--- config.mk ---
export PLATFORM = sky130hd
export DESIGN_NAME = rf_iterator_flat
export DESIGN_NICKNAME = d
export VERILOG_FILES = /design/src/rtl/rf_iterator_if.sv /design/src/rtl/rf_iterator.sv /design/src/flat_wrapper.sv
export SDC_FILE = /design/constraint.sdc
export NUM_CORES = 1
export LEC_CHECK = 0
export CAP_MARGIN = 20
export CORE_UTILIZATION = 65
export DETAILED_ROUTE_END_ITERATION = 10
export DONT_BUFFER_PORTS = 1
export PLACE_DENSITY = 0.81
export REMOVE_ABC_BUFFERS = 1
export SETUP_SLACK_MARGIN = 0.02
export SYNTH_ARGS = -nofsm -noshare
export SYNTH_HDL_FRONTEND = slang
export SYNTH_SLANG_ARGS = --single-unit
--- constraint.sdc ---
create_clock -name clk -period 5.41 [get_ports clk]
set_clock_uncertainty 0.15 [all_clocks]
set_input_delay 1.3525 -clock clk [delete_from_list [all_inputs] [get_ports clk]]
set_output_delay 1.3525 -clock clk [all_outputs]
set_load 0.01 [all_outputs]
--- src/rtl/rf_iterator_if.sv ---
// Host command, descriptor-table and response signals of the reflection object iterator.
// The slave modport is the iterator itself; the master modport is its environment.
interface rf_iterator_if #(
  parameter int HANDLE_W = 8,
  parameter int KIND_W   = 4,
  parameter int ITER_W   = 2
);
  logic                cmd_valid;
  logic                cmd_ready;
  logic [1:0]          cmd_op;
  logic [HANDLE_W-1:0] cmd_parent;
  logic [KIND_W-1:0]   cmd_kind;
  logic [ITER_W-1:0]   cmd_iter;

  logic                tbl_rd_en;
  logic [HANDLE_W-1:0] tbl_rd_addr;
  logic [HANDLE_W-1:0] tbl_rd_parent;
  logic [KIND_W-1:0]   tbl_rd_kind;
  logic                tbl_rd_vld;

  logic                rsp_valid;
  logic                rsp_ready;
  logic [1:0]          rsp_status;
  logic [HANDLE_W-1:0] rsp_handle;
  logic [ITER_W-1:0]   rsp_iter;

  modport slave (
    input  cmd_valid, cmd_op, cmd_parent, cmd_kind, cmd_iter,
    output cmd_ready,
    output tbl_rd_en, tbl_rd_addr,
    input  tbl_rd_parent, tbl_rd_kind, tbl_rd_vld,
    output rsp_valid, rsp_status, rsp_handle, rsp_iter,
    input  rsp_ready
  );

  modport master (
    output cmd_valid, cmd_op, cmd_parent, cmd_kind, cmd_iter,
    input  cmd_ready,
    input  tbl_rd_en, tbl_rd_addr,
    output tbl_rd_parent, tbl_rd_kind, tbl_rd_vld,
    input  rsp_valid, rsp_status, rsp_handle, rsp_iter,
    output rsp_ready
  );
endinterface

--- src/rtl/rf_iterator.sv ---
// Multi-slot descriptor-table iterator returning matching child handles one per SCAN.
// Define RF_ITER_KIND_WILDCARD_EN to make an iterator kind filter of 0 match any entry kind.
module rf_iterator #(
  parameter int HANDLE_W = 8,
  parameter int DEPTH    = 256,
  parameter int KIND_W   = 4,
  parameter int NUM_ITER = 4,
  parameter int ITER_W   = (NUM_ITER > 1) ? $clog2(NUM_ITER) : 1
) (
  input  logic clk,
  input  logic rst_n,
  rf_iterator_if.slave bus
);

  typedef enum logic [1:0] {S_IDLE, S_WALK, S_RESP} state_e;

  localparam logic [1:0] OP_ITERATE = 2'd0;
  localparam logic [1:0] OP_SCAN    = 2'd1;
  localparam logic [1:0] OP_FREE    = 2'd2;
  localparam logic [1:0] ST_OK      = 2'd0;
  localparam logic [1:0] ST_END     = 2'd1;
  localparam logic [1:0] ST_ERR     = 2'd2;
  localparam logic [HANDLE_W-1:0] LAST_IDX = HANDLE_W'(DEPTH - 1);

  state_e state_q, state_d;
  logic   running_q;

  logic [NUM_ITER-1:0]               alloc_q, alloc_d;
  logic [NUM_ITER-1:0][HANDLE_W-1:0] parent_q, parent_d;
  logic [NUM_ITER-1:0][KIND_W-1:0]   kind_q, kind_d;
  logic [NUM_ITER-1:0][HANDLE_W-1:0] cursor_q, cursor_d;

  logic [ITER_W-1:0]   slot_q, slot_d;
  logic [HANDLE_W-1:0] rdAddr_q, rdAddr_d;
  logic [HANDLE_W-1:0] cmpIdx_q, cmpIdx_d;
  logic                cmpVld_q, cmpVld_d;
  logic                issueDone_q, issueDone_d;

  logic                rspValid_q, rspValid_d;
  logic [1:0]          rspStatus_q, rspStatus_d;
  logic [HANDLE_W-1:0] rspHandle_q, rspHandle_d;
  logic [ITER_W-1:0]   rspIter_q, rspIter_d;

  logic              freeFound;
  logic [ITER_W-1:0] freeIdx;
  logic              iterInRange;
  logic              kindHit;
  logic              entryMatch;

  always_comb begin
    state_d     = state_q;
    alloc_d     = alloc_q;
    parent_d    = parent_q;
    kind_d      = kind_q;
    cursor_d    = cursor_q;
    slot_d      = slot_q;
    rdAddr_d    = rdAddr_q;
    cmpIdx_d    = cmpIdx_q;
    cmpVld_d    = cmpVld_q;
    issueDone_d = issueDone_q;
    rspValid_d  = rspValid_q;
    rspStatus_d = rspStatus_q;
    rspHandle_d = rspHandle_q;
    rspIter_d   = rspIter_q;

    freeFound = 1'b0;
    freeIdx   = '0;
    for (int i = NUM_ITER - 1; i >= 0; i--) begin
      if (!alloc_q[i]) begin
        freeFound = 1'b1;
        freeIdx   = ITER_W'(i);
      end
    end
    iterInRange = int'(bus.cmd_iter) < NUM_ITER;

`ifdef RF_ITER_KIND_WILDCARD_EN
    kindHit = (bus.tbl_rd_kind == kind_q[slot_q]) || (kind_q[slot_q] == '0);
`else
    kindHit = (bus.tbl_rd_kind == kind_q[slot_q]);
`endif
    entryMatch = bus.tbl_rd_vld && (bus.tbl_rd_parent == parent_q[slot_q]) && kindHit;

    unique case (state_q)
      S_IDLE: begin
        if (bus.cmd_valid && running_q) begin
          state_d     = S_RESP;
          rspValid_d  = 1'b1;
          rspStatus_d = ST_OK;
          rspHandle_d = '0;
          rspIter_d   = bus.cmd_iter;
          unique case (bus.cmd_op)
            OP_ITERATE: begin
              if (freeFound) begin
                alloc_d[freeIdx]  = 1'b1;
                parent_d[freeIdx] = bus.cmd_parent;
                kind_d[freeIdx]   = bus.cmd_kind;
                cursor_d[freeIdx] = '0;
                rspIter_d         = freeIdx;
              end else begin
                rspStatus_d = ST_ERR;
                rspIter_d   = '0;
              end
            end
            OP_SCAN: begin
              if (!iterInRange) begin
                rspStatus_d = ST_ERR;
              end else if (!alloc_q[bus.cmd_iter]) begin
                rspStatus_d = ST_ERR;
              end else if (cursor_q[bus.cmd_iter] == LAST_IDX) begin
                rspStatus_d            = ST_END;
                alloc_d[bus.cmd_iter]  = 1'b0;
              end else begin
                // Prime the walk; the response is built when a match or the last entry is seen.
                state_d     = S_WALK;
                rspValid_d  = 1'b0;
                slot_d      = bus.cmd_iter;
                rdAddr_d    = cursor_q[bus.cmd_iter] + 1'b1;
                cmpVld_d    = 1'b0;
                issueDone_d = 1'b0;
              end
            end
            OP_FREE: begin
              if (iterInRange) alloc_d[bus.cmd_iter] = 1'b0;
            end
            default: rspStatus_d = ST_ERR;
          endcase
        end
      end

      S_WALK: begin
        if (!issueDone_q) begin
          cmpVld_d = 1'b1;
          cmpIdx_d = rdAddr_q;
          if (rdAddr_q == LAST_IDX) issueDone_d = 1'b1;
          else                      rdAddr_d    = rdAddr_q + 1'b1;
        end else begin
          cmpVld_d = 1'b0;
        end
        // A match wins over the read issued this cycle, which is simply dropped.
        if (cmpVld_q) begin
          if (entryMatch) begin
            state_d          = S_RESP;
            rspValid_d       = 1'b1;
            rspStatus_d      = ST_OK;
            rspHandle_d      = cmpIdx_q;
            rspIter_d        = slot_q;
            cursor_d[slot_q] = cmpIdx_q;
          end else if (cmpIdx_q == LAST_IDX) begin
            state_d         = S_RESP;
            rspValid_d      = 1'b1;
            rspStatus_d     = ST_END;
            rspHandle_d     = '0;
            rspIter_d       = slot_q;
            alloc_d[slot_q] = 1'b0;
          end
        end
      end

      S_RESP: begin
        if (bus.rsp_ready) begin
          rspValid_d = 1'b0;
          state_d    = S_IDLE;
        end
      end

      default: state_d = S_IDLE;
    endcase
  end

  always_ff @(posedge clk or negedge rst_n) begin
    if (!rst_n) begin
      state_q     <= S_IDLE;
      running_q   <= 1'b0;
      alloc_q     <= '0;
      parent_q    <= '0;
      kind_q      <= '0;
      cursor_q    <= '0;
      slot_q      <= '0;
      rdAddr_q    <= '0;
      cmpIdx_q    <= '0;
      cmpVld_q    <= 1'b0;
      issueDone_q <= 1'b0;
      rspValid_q  <= 1'b0;
      rspStatus_q <= '0;
      rspHandle_q <= '0;
      rspIter_q   <= '0;
    end else begin
      state_q     <= state_d;
      running_q   <= 1'b1;
      alloc_q     <= alloc_d;
      parent_q    <= parent_d;
      kind_q      <= kind_d;
      cursor_q    <= cursor_d;
      slot_q      <= slot_d;
      rdAddr_q    <= rdAddr_d;
      cmpIdx_q    <= cmpIdx_d;
      cmpVld_q    <= cmpVld_d;
      issueDone_q <= issueDone_d;
      rspValid_q  <= rspValid_d;
      rspStatus_q <= rspStatus_d;
      rspHandle_q <= rspHandle_d;
      rspIter_q   <= rspIter_d;
    end
  end

  assign bus.cmd_ready   = (state_q == S_IDLE) && running_q;
  assign bus.tbl_rd_en   = (state_q == S_WALK) && !issueDone_q;
  assign bus.tbl_rd_addr = bus.tbl_rd_en ? rdAddr_q : '0;
  assign bus.rsp_valid   = rspValid_q;
  assign bus.rsp_status  = rspStatus_q;
  assign bus.rsp_handle  = rspHandle_q;
  assign bus.rsp_iter    = rspIter_q;

endmodule

--- src/flat_wrapper.sv ---
// flat-port wrapper written by rule: the top's interface ports become plain ports
module rf_iterator_flat 
#(
  parameter int HANDLE_W = 8,
  parameter int DEPTH    = 256,
  parameter int KIND_W   = 4,
  parameter int NUM_ITER = 4,
  parameter int ITER_W   = (NUM_ITER > 1) ? $clog2(NUM_ITER) : 1
)
  (clk, rst_n, bus_cmd_valid, bus_cmd_op, bus_cmd_parent, bus_cmd_kind, bus_cmd_iter, bus_cmd_ready, bus_tbl_rd_en, bus_tbl_rd_addr, bus_tbl_rd_parent, bus_tbl_rd_kind, bus_tbl_rd_vld, bus_rsp_valid, bus_rsp_status, bus_rsp_handle, bus_rsp_iter, bus_rsp_ready);
  rf_iterator_if #(.HANDLE_W(HANDLE_W), .KIND_W(KIND_W), .ITER_W(ITER_W)) bus_i ();
  input  logic clk;
  input  logic rst_n;
  input wire logic [$bits(bus_i.cmd_valid)-1:0] bus_cmd_valid;
  input wire logic [$bits(bus_i.cmd_op)-1:0] bus_cmd_op;
  input wire logic [$bits(bus_i.cmd_parent)-1:0] bus_cmd_parent;
  input wire logic [$bits(bus_i.cmd_kind)-1:0] bus_cmd_kind;
  input wire logic [$bits(bus_i.cmd_iter)-1:0] bus_cmd_iter;
  output wire logic [$bits(bus_i.cmd_ready)-1:0] bus_cmd_ready;
  output wire logic [$bits(bus_i.tbl_rd_en)-1:0] bus_tbl_rd_en;
  output wire logic [$bits(bus_i.tbl_rd_addr)-1:0] bus_tbl_rd_addr;
  input wire logic [$bits(bus_i.tbl_rd_parent)-1:0] bus_tbl_rd_parent;
  input wire logic [$bits(bus_i.tbl_rd_kind)-1:0] bus_tbl_rd_kind;
  input wire logic [$bits(bus_i.tbl_rd_vld)-1:0] bus_tbl_rd_vld;
  output wire logic [$bits(bus_i.rsp_valid)-1:0] bus_rsp_valid;
  output wire logic [$bits(bus_i.rsp_status)-1:0] bus_rsp_status;
  output wire logic [$bits(bus_i.rsp_handle)-1:0] bus_rsp_handle;
  output wire logic [$bits(bus_i.rsp_iter)-1:0] bus_rsp_iter;
  input wire logic [$bits(bus_i.rsp_ready)-1:0] bus_rsp_ready;
  assign bus_i.cmd_valid = bus_cmd_valid;
  assign bus_i.cmd_op = bus_cmd_op;
  assign bus_i.cmd_parent = bus_cmd_parent;
  assign bus_i.cmd_kind = bus_cmd_kind;
  assign bus_i.cmd_iter = bus_cmd_iter;
  assign bus_cmd_ready = bus_i.cmd_ready;
  assign bus_tbl_rd_en = bus_i.tbl_rd_en;
  assign bus_tbl_rd_addr = bus_i.tbl_rd_addr;
  assign bus_i.tbl_rd_parent = bus_tbl_rd_parent;
  assign bus_i.tbl_rd_kind = bus_tbl_rd_kind;
  assign bus_i.tbl_rd_vld = bus_tbl_rd_vld;
  assign bus_rsp_valid = bus_i.rsp_valid;
  assign bus_rsp_status = bus_i.rsp_status;
  assign bus_rsp_handle = bus_i.rsp_handle;
  assign bus_rsp_iter = bus_i.rsp_iter;
  assign bus_i.rsp_ready = bus_rsp_ready;
  rf_iterator #(.HANDLE_W(HANDLE_W), .DEPTH(DEPTH), .KIND_W(KIND_W), .NUM_ITER(NUM_ITER), .ITER_W(ITER_W)) u_core (.clk(clk), .rst_n(rst_n), .bus(bus_i));
endmodule
-- After elaboration in Yosys (flattened, before gate mapping)
Index checks and enable logic that the tools add are counted.
- output and inout bits: 23
- input bits: 33
- register bits after elaboration: 120
- logic and storage cells: 193
- mux-type cells: 102
- $lt $le $gt $ge: 6
- eq/ne operators: 27
- add/subtract/negate cells: 2
- reduce and logical (&&, ||, !) cells: 23
- bitwise gates (word level): 9
- operator list (cell ; number):
    2-to-1 mux 32 bit ; 5
    2-to-1 mux 8 bit ; 15
    bitwise mux 32 bit ; 2
    case mux 32 bit (2 select lines) ; 1
    2-to-1 mux 2 bit ; 24
    2-to-1 mux 4 bit ; 9
    AND 32 bit ; 1
    binary-select mux 8 bit (select 2 bit) ; 2
    demux 8 bit (select 2 bit) ; 2
    NOT 32 bit ; 1
    case mux 8 bit (2 select lines) ; 2
    == test 8 bit (second input constant) ; 3
    2-to-1 mux 1 bit ; 24
    adder 8 x 1 -> 8 bit (second input constant) ; 2
    bitwise mux 16 bit ; 1
    AND reduction 5 bit ; 3
    inequality test 2 bit (second input constant) ; 7
    inequality test 2 x 1 -> 1 bit (second input constant) ; 6
    case mux 2 bit (3 select lines) ; 2
    case mux 4 bit (3 select lines) ; 1
    AND reduction 4 bit ; 3
    less-than comparator 2 x 3 -> 1 bit (second input constant) ; 3
    inequality test 3 x 2 -> 1 bit (second input constant) ; 3
    AND reduction 9 bit ; 1
    other kinds (27) ; 46

-- Depth between registers and ports, before layout
Gate-level depths: netlist of run 1.
- depth in word-level cells: 14
- gate-level depth with buffers: 12
- gate-level depth less buffers: 9

-- Least setup slack after synthesis of run 1
Ideal clock, no wire load.
- path type: in2reg
- from: input bus_cmd_iter[0]
- to: register u_core.rdAddr_q[5]
- library setup time: 0.136 ns
- path slack: 1.672 ns
- buffers on the path: 2
- data required time: 5.124 ns
- cell stages on the path: 9
- data arrival time: 3.452 ns
- cells stage by stage: buf_2 -> mux4_2 -> and3_1 -> a311o_1 -> a211oi_2 -> buf_2 -> nand3_1 -> o21ai_0 -> a21oi_1
- cells in the longest elaborated chain, start to end: 8
- ends and longest elaborated chain (item ; line ; text):
    start: declaration ; flat_wrapper.sv:18 ; input wire logic [$bits(bus_i.cmd_iter)-1:0] bus_cmd_iter;
    binary-select mux 8 bit (select 2 bit) ; rf_iterator.sv:109, rf_iterator.sv:117 ;
    2-to-1 mux 8 bit (implied by the code) ; rf_iterator.sv:109, rf_iterator.sv:117 ;
    adder 8 x 1 -> 8 bit ; rf_iterator.sv:117 ; rdAddr_d = cursor_q[bus.cmd_iter] + 1'b1;
    2-to-1 mux 8 bit ; rf_iterator.sv:109 ; end else if (cursor_q[bus.cmd_iter] == LAST_IDX) begin
    2-to-1 mux 8 bit ; rf_iterator.sv:107 ; end else if (!alloc_q[bus.cmd_iter]) begin
    2-to-1 mux 8 bit ; rf_iterator.sv:91 ; unique case (bus.cmd_op)
    2-to-1 mux 8 bit ; rf_iterator.sv:85 ; if (bus.cmd_valid && running_q) begin
    case mux 8 bit (2 select lines) ; rf_iterator.sv:83 ; unique case (state_q)
    end signal: assignment ; rf_iterator.sv:195 ; rdAddr_q <= rdAddr_d;
    end: declaration ; rf_iterator.sv:34 ; logic [HANDLE_W-1:0] rdAddr_q, rdAddr_d;
Parallel ways exist; a longest one is shown, timed or not. The select of a mux whose other input is x is not followed.
A chain may end at the register's enable or synchronous reset.

-- Worst setup path after layout of run 1
- from: register u_core.slot_q[1]
- to: register u_core.rspIter_q[1], in the netlist u_core.bus.rsp_iter[1]
- cells in the longest elaborated chain, start to end: 8
- ends and longest elaborated chain (item ; line ; text):
    start: declaration ; rf_iterator.sv:33 ; logic [ITER_W-1:0] slot_q, slot_d;
    start signal: assignment ; rf_iterator.sv:194 ; slot_q <= slot_d;
    binary-select mux 8 bit (select 2 bit) ; rf_iterator.sv:81 ; entryMatch = bus.tbl_rd_vld && (bus.tbl_rd_parent == parent_q[slot_q]) && kindHit;
    2-to-1 mux 8 bit (implied by the code) ; rf_iterator.sv:81 ;
    == test 8 bit ; rf_iterator.sv:81 ;
    logical AND 1 bit (2 in a row) ; rf_iterator.sv:81 ;
    2-to-1 mux 2 bit ; rf_iterator.sv:141 ; if (entryMatch) begin
    2-to-1 mux 2 bit ; rf_iterator.sv:140 ; if (cmpVld_q) begin
    case mux 2 bit (2 select lines) ; rf_iterator.sv:83 ;
    end signal: assignment ; rf_iterator.sv:202 ; rspIter_q <= rspIter_d;
    end: declaration ; rf_iterator.sv:42 ; logic [ITER_W-1:0] rspIter_q, rspIter_d;
Parallel ways exist; a longest one is shown, timed or not. The select of a mux whose other input is x is not followed.

==> results.cfg, run 1 <==
[run]
max_cap_check_violation_count = 0

[placed_design]
hpwlAfterDp_mm = 10.5
placement.io_buffers = 0
globalplace.congestion = 0.929
place.detailed.instances = 697
placed_area_mm2 = 0.00656

[clock_tree]
clock_sinks = 120
ctsResizeCount = 0
clock_buffer_count_from_cts = 17
clock_latency_ns = 0.54
cts_hold_buffers = 0
worst_setup_hold_path_clk_slew_ns = 0.06
cts-root-buf = sky130_fd_sc_hd__clkbuf_8
tritoncts_clock_tree = built
ctsLongestPathBuffers = 2
htree_num_levels = 4
cts_setup_buffers = 0

[route]
finalWirelength_mm = 15.8
route.detailed.drc = 0
detailedRoute.firstPassIterationCount = 5
route.antenna.remaining_nets = 0
first_iter_violations = 507
route.vias.total = 4897
wl_per_cell_um = 21.5
vias_per_cell = 6.68

[setup_path]
r2r_cells = 8
crit_arrival_ns = 4.46
setup.worst_path.start_class = flop
cpLargestDelayFamily = flip-flops
worstSetupStartpoint = u_core.slot_q[1]
worstSetupPathType = reg2reg
worstPathCellList = buf_4, mux2i_1, o22ai_1, a21oi_1, o221ai_1, nor4_1, o21ai_1, mux2_1
crit_path_end = u_core.bus.rsp_iter[1]
critPathSlowestCell = sky130_fd_sc_hd__dfrtp_1
critPathMaxFanout = 22
timing.reg2reg.setup_slack_ns = 1.22
worst-path-stages = 8
critical_path_required_ns = 5.68
cp.buffers_inverters = 1
reg2reg_to = u_core.bus.rsp_iter[1]
critPathCaptureType = flop
timing.rr.start = u_core.slot_q[1]
critPathMaxStageDelay_ns = 1.04

[pwr]
design_power_mw = 4.08
leakagePower_nw = 3.20
peakVddDrop_mv = 0.409
cellPowerDensity_mw_per_mm2 = 569

[grt]
grt_max_degree = 121
grt_antenna_before_repair = 0
grt_pass1_wl_mm = 25.5
grt.total_usage_pct = 33.1
gr-total-overflow = 0
vias_in_the_first_global_route = 4943

[timing]
period_share_pct = 77.5
final_hold_viol_count = 0
number_of_max_slew_violations_in_the_final_report = 0
max_slew_headroom_pct = 26.8
worst_slew_pin_slew_ns = 1.09
grt_setup_unrepaired = no
finalWorstPathRequiredPeriod_ns = 4.19
maxClockFrequency_mhz = 238
setup_viol_count_final = 0
fin_tns_setup_ns = 0

[finish]
post-route-util_pct = 73.5
proportion_of_layout_cells_with_a_drive_suffix_above_1_pct = 19.3
fillers = 660
finish.cell_count_without_fillers = 733
post_route_cell_area_mm2 = 0.00718
area.sequential_mm2 = 0.00300
multi_input_comb_area_mm2 = 0.00325
net_count_final = 627
area.growth.synth_to_final_pct = 9.77
antenna_cells_inserted = 0

[logic_synthesis]
synth.area.mux_share_pct = 18.4
synth_top_cells_by_count = 120 x sky130_fd_sc_hd__dfrtp_1, 80 x sky130_fd_sc_hd__nand2_1, 54 x sky130_fd_sc_hd__mux2_2, 27 x sky130_fd_sc_hd__mux2i_1, 25 x sky130_fd_sc_hd__inv_1
synth_async_sr_flop_share_pct = 100
synth_top_family_by_area = multiplexers
synthesized_instance_count = 602
synth_largest_type_area_fraction_pct = 45.9
syn_area_per_cell_um2 = 10.9
synth-compound-area-share_pct = 16.5
ys_seq_area_share_pct = 45.9
dominantRegCellSynth = sky130_fd_sc_hd__dfrtp_1
post_synth_instance_area_mm2 = 0.00654
edff_count_synth = 0
cell_taking_the_most_area_after_synthesis = sky130_fd_sc_hd__dfrtp_1
ys_top_cells_by_area = sky130_fd_sc_hd__dfrtp_1 46%, sky130_fd_sc_hd__mux2_2 9.3%, sky130_fd_sc_hd__nand2_1 4.6%, sky130_fd_sc_hd__mux4_2 4.5%, sky130_fd_sc_hd__mux2i_1 4.1%
synth_xor_xnor_area_share_pct = 2.01
synth.most_common_cell = sky130_fd_sc_hd__dfrtp_1
yosys.cell_types.count = 58
synth.ff_latch_count = 120
synth_warnings = 0
synth-simple-area-share_pct = 11.2
synth_adder_area_share_pct = 1.34

[floorplan]
placementRows = 36
die-width_um = 102
chipHeight_um = 102
die_area_mm2 = 0.0105
floorplan.io_pins = 56
core_mm2 = 0.00977
floorplan.initialDensity_pct = 66.9

[hold_path]
min-delay-path-class = reg2reg

[run_status]
outcome = completed
## cell usage in the layout (no fill, tap or decap), drive strengths merged, types with 8 or more instances in the layout
cell type | synthesis | routed
dfrtp | 120 | 120
nand2 | 80 | 80
mux2 | 57 | 57
mux2i | 27 | 27
inv | 25 | 25
clkbuf | 24 | 25
a31o | 24 | 24
o41ai | 24 | 24
o21ai | 21 | 21
nor2 | 17 | 17
a21oi | 15 | 15
mux4 | 13 | 13
nand3 | 12 | 12
and2 | 10 | 10
o2bb2ai | 9 | 9
buf | 19 | 9
or3 | 8 | 8
xnor2 | 8 | 8
o21bai | 8 | 8
## sequential cells by signal, indices dropped and copies added, names as in the netlist
signal and count:
u_core.cursor_q 32, u_core.parent_q 32, u_core.kind_q 16, u_core.bus.rsp_handle 8
u_core.cmpIdx_q 8, u_core.rdAddr_q 8, u_core.alloc_q 4, u_core.bus.rsp_iter 2
u_core.bus.rsp_status 2, u_core.slot_q 2, u_core.state_q 2, u_core.bus.rsp_valid 1
u_core.cmpVld_q 1, u_core.issueDone_q 1, u_core.running_q 1
## where the power goes
| part | internal [mW] | leakage (nW) | switching [mW] |
|---|---|---|---|
| logic | 0.653 | 1.42 | 0.797 |
| clock network | 0.725 | 0.273 | 0.395 |
| registers | 1.19 | 1.51 | 0.321 |
## how the worst min path moves through the flow
stage                   startpoint  depth (start not counted)                       end  slack, ns
6_report       u_core.parent_q[26]                          1       u_core.parent_q[26]       0.35
3_3_place_gp      u_core.kind_q[3]                          1          u_core.kind_q[3]       0.33
3_5_place_dp    u_core.parent_q[5]                          1        u_core.parent_q[5]       0.34
4_1_cts                      rst_n                          0  u_core.bus.rsp_handle[4]       0.35
2_1_floorplan   u_core.parent_q[5]                          1        u_core.parent_q[5]       0.32
5_1_grt                      rst_n                          0       u_core.cursor_q[21]       0.34
## kinds of logic (layout without fill, tap and decap cells)
| group | count (synthesis) | count (layout) |
|---|---|---|
| DFF | 120 | 120 |
| muxes | 97 | 97 |
| xor gates and xnor gates | 15 | 15 |
| and+or+nand+nor | 156 | 156 |
| adders and majority gates | 7 | 7 |
| other | 1 | 1 |
| buffers and inverters | 68 | 66 |
| AOI/OAI and AO/OA | 138 | 138 |
## stage by stage
| step | hold slack, ns | setup slack, ns |
|---|---|---|
| global route | 0.336 | 0.897 |
| global placement | 0.335 | 1.28 |
| CTS | 0.350 | 0.786 |
| detailed placement | 0.342 | 1.15 |
| finish | 0.353 | 1.22 |
| floorplan | 0.323 | 1.42 |
## final cells by class
class / count / share of cell area (%)
clock buffer: 25 / 6.46
tap: 133 / 2.32
inverter: 25 / 1.31
clock inverter: 7 / 1.64
timing repair buffer: 9 / 1.15
multi-input combinational: 414 / 45.3
sequential: 120 / 41.8
## worst register-to-register path, delay by kind of cell, from the launching register on
| kind | cells | cell delay (ns) |
|---|---|---|
| AND/OR/NAND/NOR | 1 | 0.82 |
| multiplexers | 2 | 0.76 |
| flip-flops | 1 | 1.04 |
| buffers and inverters | 1 | 0.31 |
| AO/OA/AOI/OAI | 4 | 1.00 |
## per-layer routing
metal | vias to the layer above | track usage, % | share of wire [%]
met1 | 2430 | 39.8 | 38
met5 | - | 0 | 0
met4 | 0 | 13.8 | 2.5
li1 | 2193 | - | -
met3 | 44 | 12.1 | 9.1
met2 | 230 | 54.1 | 50
Note: power is estimated with default switching activity, not from simulation.
==> inputs of run 2 (changes only) <==
--- a/config.mk
+++ b/config.mk
@@ -6,10 +6,10 @@
 export NUM_CORES = 1
 export LEC_CHECK = 0
 export CAP_MARGIN = 20
-export CORE_UTILIZATION = 65
+export CORE_UTILIZATION = 64
 export DETAILED_ROUTE_END_ITERATION = 10
 export DONT_BUFFER_PORTS = 1
-export PLACE_DENSITY = 0.81
+export PLACE_DENSITY = 0.8
 export REMOVE_ABC_BUFFERS = 1
 export SETUP_SLACK_MARGIN = 0.02
 export SYNTH_ARGS = -nofsm -noshare
==> constraint.sdc (replaced) <==
create_clock -name clk -period 4.3 [get_ports clk]
set_clock_uncertainty 0.15 [all_clocks]
set_input_delay 1.075 -clock clk [delete_from_list [all_inputs] [get_ports clk]]
set_output_delay 1.075 -clock clk [all_outputs]
set_load 0.01 [all_outputs]
==> run 2 against run 1 <==
Effect of this change: clock power increased by 22%; final cell count increased by 0.68%; global-route usage down 0.58 points; sequential power is 25% higher; maximum frequency rose by 7.1%; flip-flop and latch count unchanged; via count shrank 0.27%; first-iteration DRC count shrank 19%; critical endpoint is now u_core.cursor_q[11].
==> results.cfg, run 2 (synthesis results as in run 1) <==
[setup_path]
critical_path_required_ns = 4.57
worstPathCellList = mux2i_1, nor2_1, nor4b_2, o221ai_1, or4b_1, or3_1, a31o_1
crit_arrival_ns = 4.19
cp.buffers_inverters = 0
critPathMaxStageDelay_ns = 1.07
critPathSlowestCell = sky130_fd_sc_hd__dfrtp_1
worstSetupPathType = reg2reg
r2r_cells = 7
critPathMaxFanout = 22
cpLargestDelayFamily = simple AND/OR/NAND/NOR gates
critPathCaptureType = flop
timing.rr.start = u_core.slot_q[1]
setup.worst_path.start_class = flop
reg2reg_to = u_core.cursor_q[11]
timing.reg2reg.setup_slack_ns = 0.38
worst-path-stages = 7

[clock_tree]
ctsResizeCount = 0
clock_buffer_count_from_cts = 17
clock_sinks = 120
ctsLongestPathBuffers = 2
cts_setup_buffers = 0
tritoncts_clock_tree = built
cts_hold_buffers = 0
worst_setup_hold_path_clk_slew_ns = 0.06
htree_num_levels = 4
cts-root-buf = sky130_fd_sc_hd__clkbuf_8
clock_latency_ns = 0.54

[timing]
final_hold_viol_count = 0
period_share_pct = 91.1
setup_viol_count_final = 0
worst_slew_pin_slew_ns = 1.10
maxClockFrequency_mhz = 255
finalWorstPathRequiredPeriod_ns = 3.92
grt_setup_unrepaired = no
fin_tns_setup_ns = 0
postLayoutSetupSlackWorst_ns = 0.385
max_slew_headroom_pct = 26.6
timing.hold.ws_ns = 0.0856
number_of_max_slew_violations_in_the_final_report = 0

[finish]
reg_top3 = u_core.cursor_q: 32 flops, u_core.parent_q: 32 flops, u_core.kind_q: 16 flops
post_route_cell_area_mm2 = 0.00719
net_count_final = 632
fillers = 699
area.growth.synth_to_final_pct = 9.91
proportion_of_layout_cells_with_a_drive_suffix_above_1_pct = 20.8
final_cell_mix = 120 x sky130_fd_sc_hd__dfrtp_1, 80 x sky130_fd_sc_hd__nand2_1, 54 x sky130_fd_sc_hd__mux2_2
final_common_cell = sky130_fd_sc_hd__dfrtp_1
antenna_cells_inserted = 0

[route]
detailedRoute.firstPassIterationCount = 5
vias_per_cell = 6.62
first_iter_violations = 413
wl_per_cell_um = 20.9
finalWirelength_mm = 15.5
route.vias.total = 4884
route.antenna.remaining_nets = 0
route.detailed.drc = 0

[placed_design]
globalplace.congestion = 0.901
placement.io_buffers = 0
hpwlAfterDp_mm = 10.6
placed_area_mm2 = 0.00662
pre_cts_ws_ns = 0.450

[pwr]
pwr-share-seq_pct = 37.3
power_report.internal_total_mw = 3.17
p_sw_share_pct = 37.6
leakagePower_nw = 3.22
cellPowerDensity_mw_per_mm2 = 706
power.clock.fraction_pct = 26.9
peakVddDrop_mv = 0.433
design_power_mw = 5.08
p_sw_mw = 1.91
power.combinational.fraction_pct = 35.8

[grt]
gr-total-overflow = 0
grt_max_degree = 121
grt_pass1_wl_mm = 25.4
grt.total_usage_pct = 32.5
grt_antenna_before_repair = 0
vias_in_the_first_global_route = 5056

[floorplan]
core_mm2 = 0.00982
placementRows = 36
chipHeight_um = 103
die_area_mm2 = 0.0106
floorplan.initialDensity_pct = 66.6
die-width_um = 103
floorplan.io_pins = 56

[run_status]
outcome = completed

[hold_path]
min-delay-path-class = in2async

[run]
max_cap_check_violation_count = 0
run 2: cell types whose count changed in the layout (fill, tap and decap cells not counted), sizes merged:
cell,before,now
inv,25,28
clkbuf,25,18
buf,9,14
clkinv,1,6
bufinv,3,2
run 2: final cells by class:
cell class	count	area (um2)	area share, %
clock buffer	18	418	5.81
timing repair buffer	14	105	1.46
tap	133	166	2.31
clock inverter	14	150	2.09
inverter	25	93.8	1.31
sequential	120	3000	41.8
multi-input combinational	414	3250	45.3
run 2: through the flow:
| stage | instances | util [%] |
|---|---|---|
| 6_report | 738 | 73.2 |
| 2_1_floorplan | 559 | - |
| 5_1_grt | 738 | 73.2 |
| 3_3_place_gp | 706 | 67.4 |
| 4_1_cts | 738 | 73.2 |
| 3_5_place_dp | 706 | 67.4 |
run 2: routing by layer:
metal | GRT usage, % | vias up | part of all wire, %
met5 | 0 | - | 0
met1 | 39.3 | 2455 | 40
li1 | - | 2193 | -
met2 | 53.1 | 193 | 50
met4 | 13.7 | 0 | 2.8
met3 | 11.7 | 43 | 7.3
run 2: how the worst max path moves through the flow:
| stage | start | to | slack (ns) |
|---|---|---|---|
| 2_1_floorplan | u_core.state_q[1] | bus_tbl_rd_addr[1] | 0.59 |
| 3_3_place_gp | u_core.slot_q[1] | u_core.cursor_q[13] | 0.53 |
| 3_5_place_dp | u_core.slot_q[1] | u_core.cursor_q[7] | 0.45 |
| 4_1_cts | u_core.slot_q[1] | u_core.cursor_q[5] | 0.40 |
| 5_1_grt | u_core.slot_q[1] | u_core.cursor_q[11] | 0.13 |
| 6_report | u_core.slot_q[1] | u_core.cursor_q[11] | 0.38 |
run 2: power by group through the flow:
stage                     registers [mW]  logic, mW  clock network (mW)
after global placement              1.87       1.73                   0
after global routing                1.94       2.03                1.43
final                               1.89       1.82                1.37
after CTS                           1.89       1.82                1.38
after floorplan                     1.77       1.42                   0
after detailed placement            1.90       1.80                   0
==> inputs of run 3 (changes only) <==
--- a/config.mk
+++ b/config.mk
@@ -12,6 +12,7 @@
 export PLACE_DENSITY = 0.8
 export REMOVE_ABC_BUFFERS = 1
 export SETUP_SLACK_MARGIN = 0.02
+export SLEW_MARGIN = 0
 export SYNTH_ARGS = -nofsm -noshare
 export SYNTH_HDL_FRONTEND = slang
 export SYNTH_SLANG_ARGS = --single-unit
==> results of run 3 <==
Final layout, timing and power as in run 2 (identical DEF).
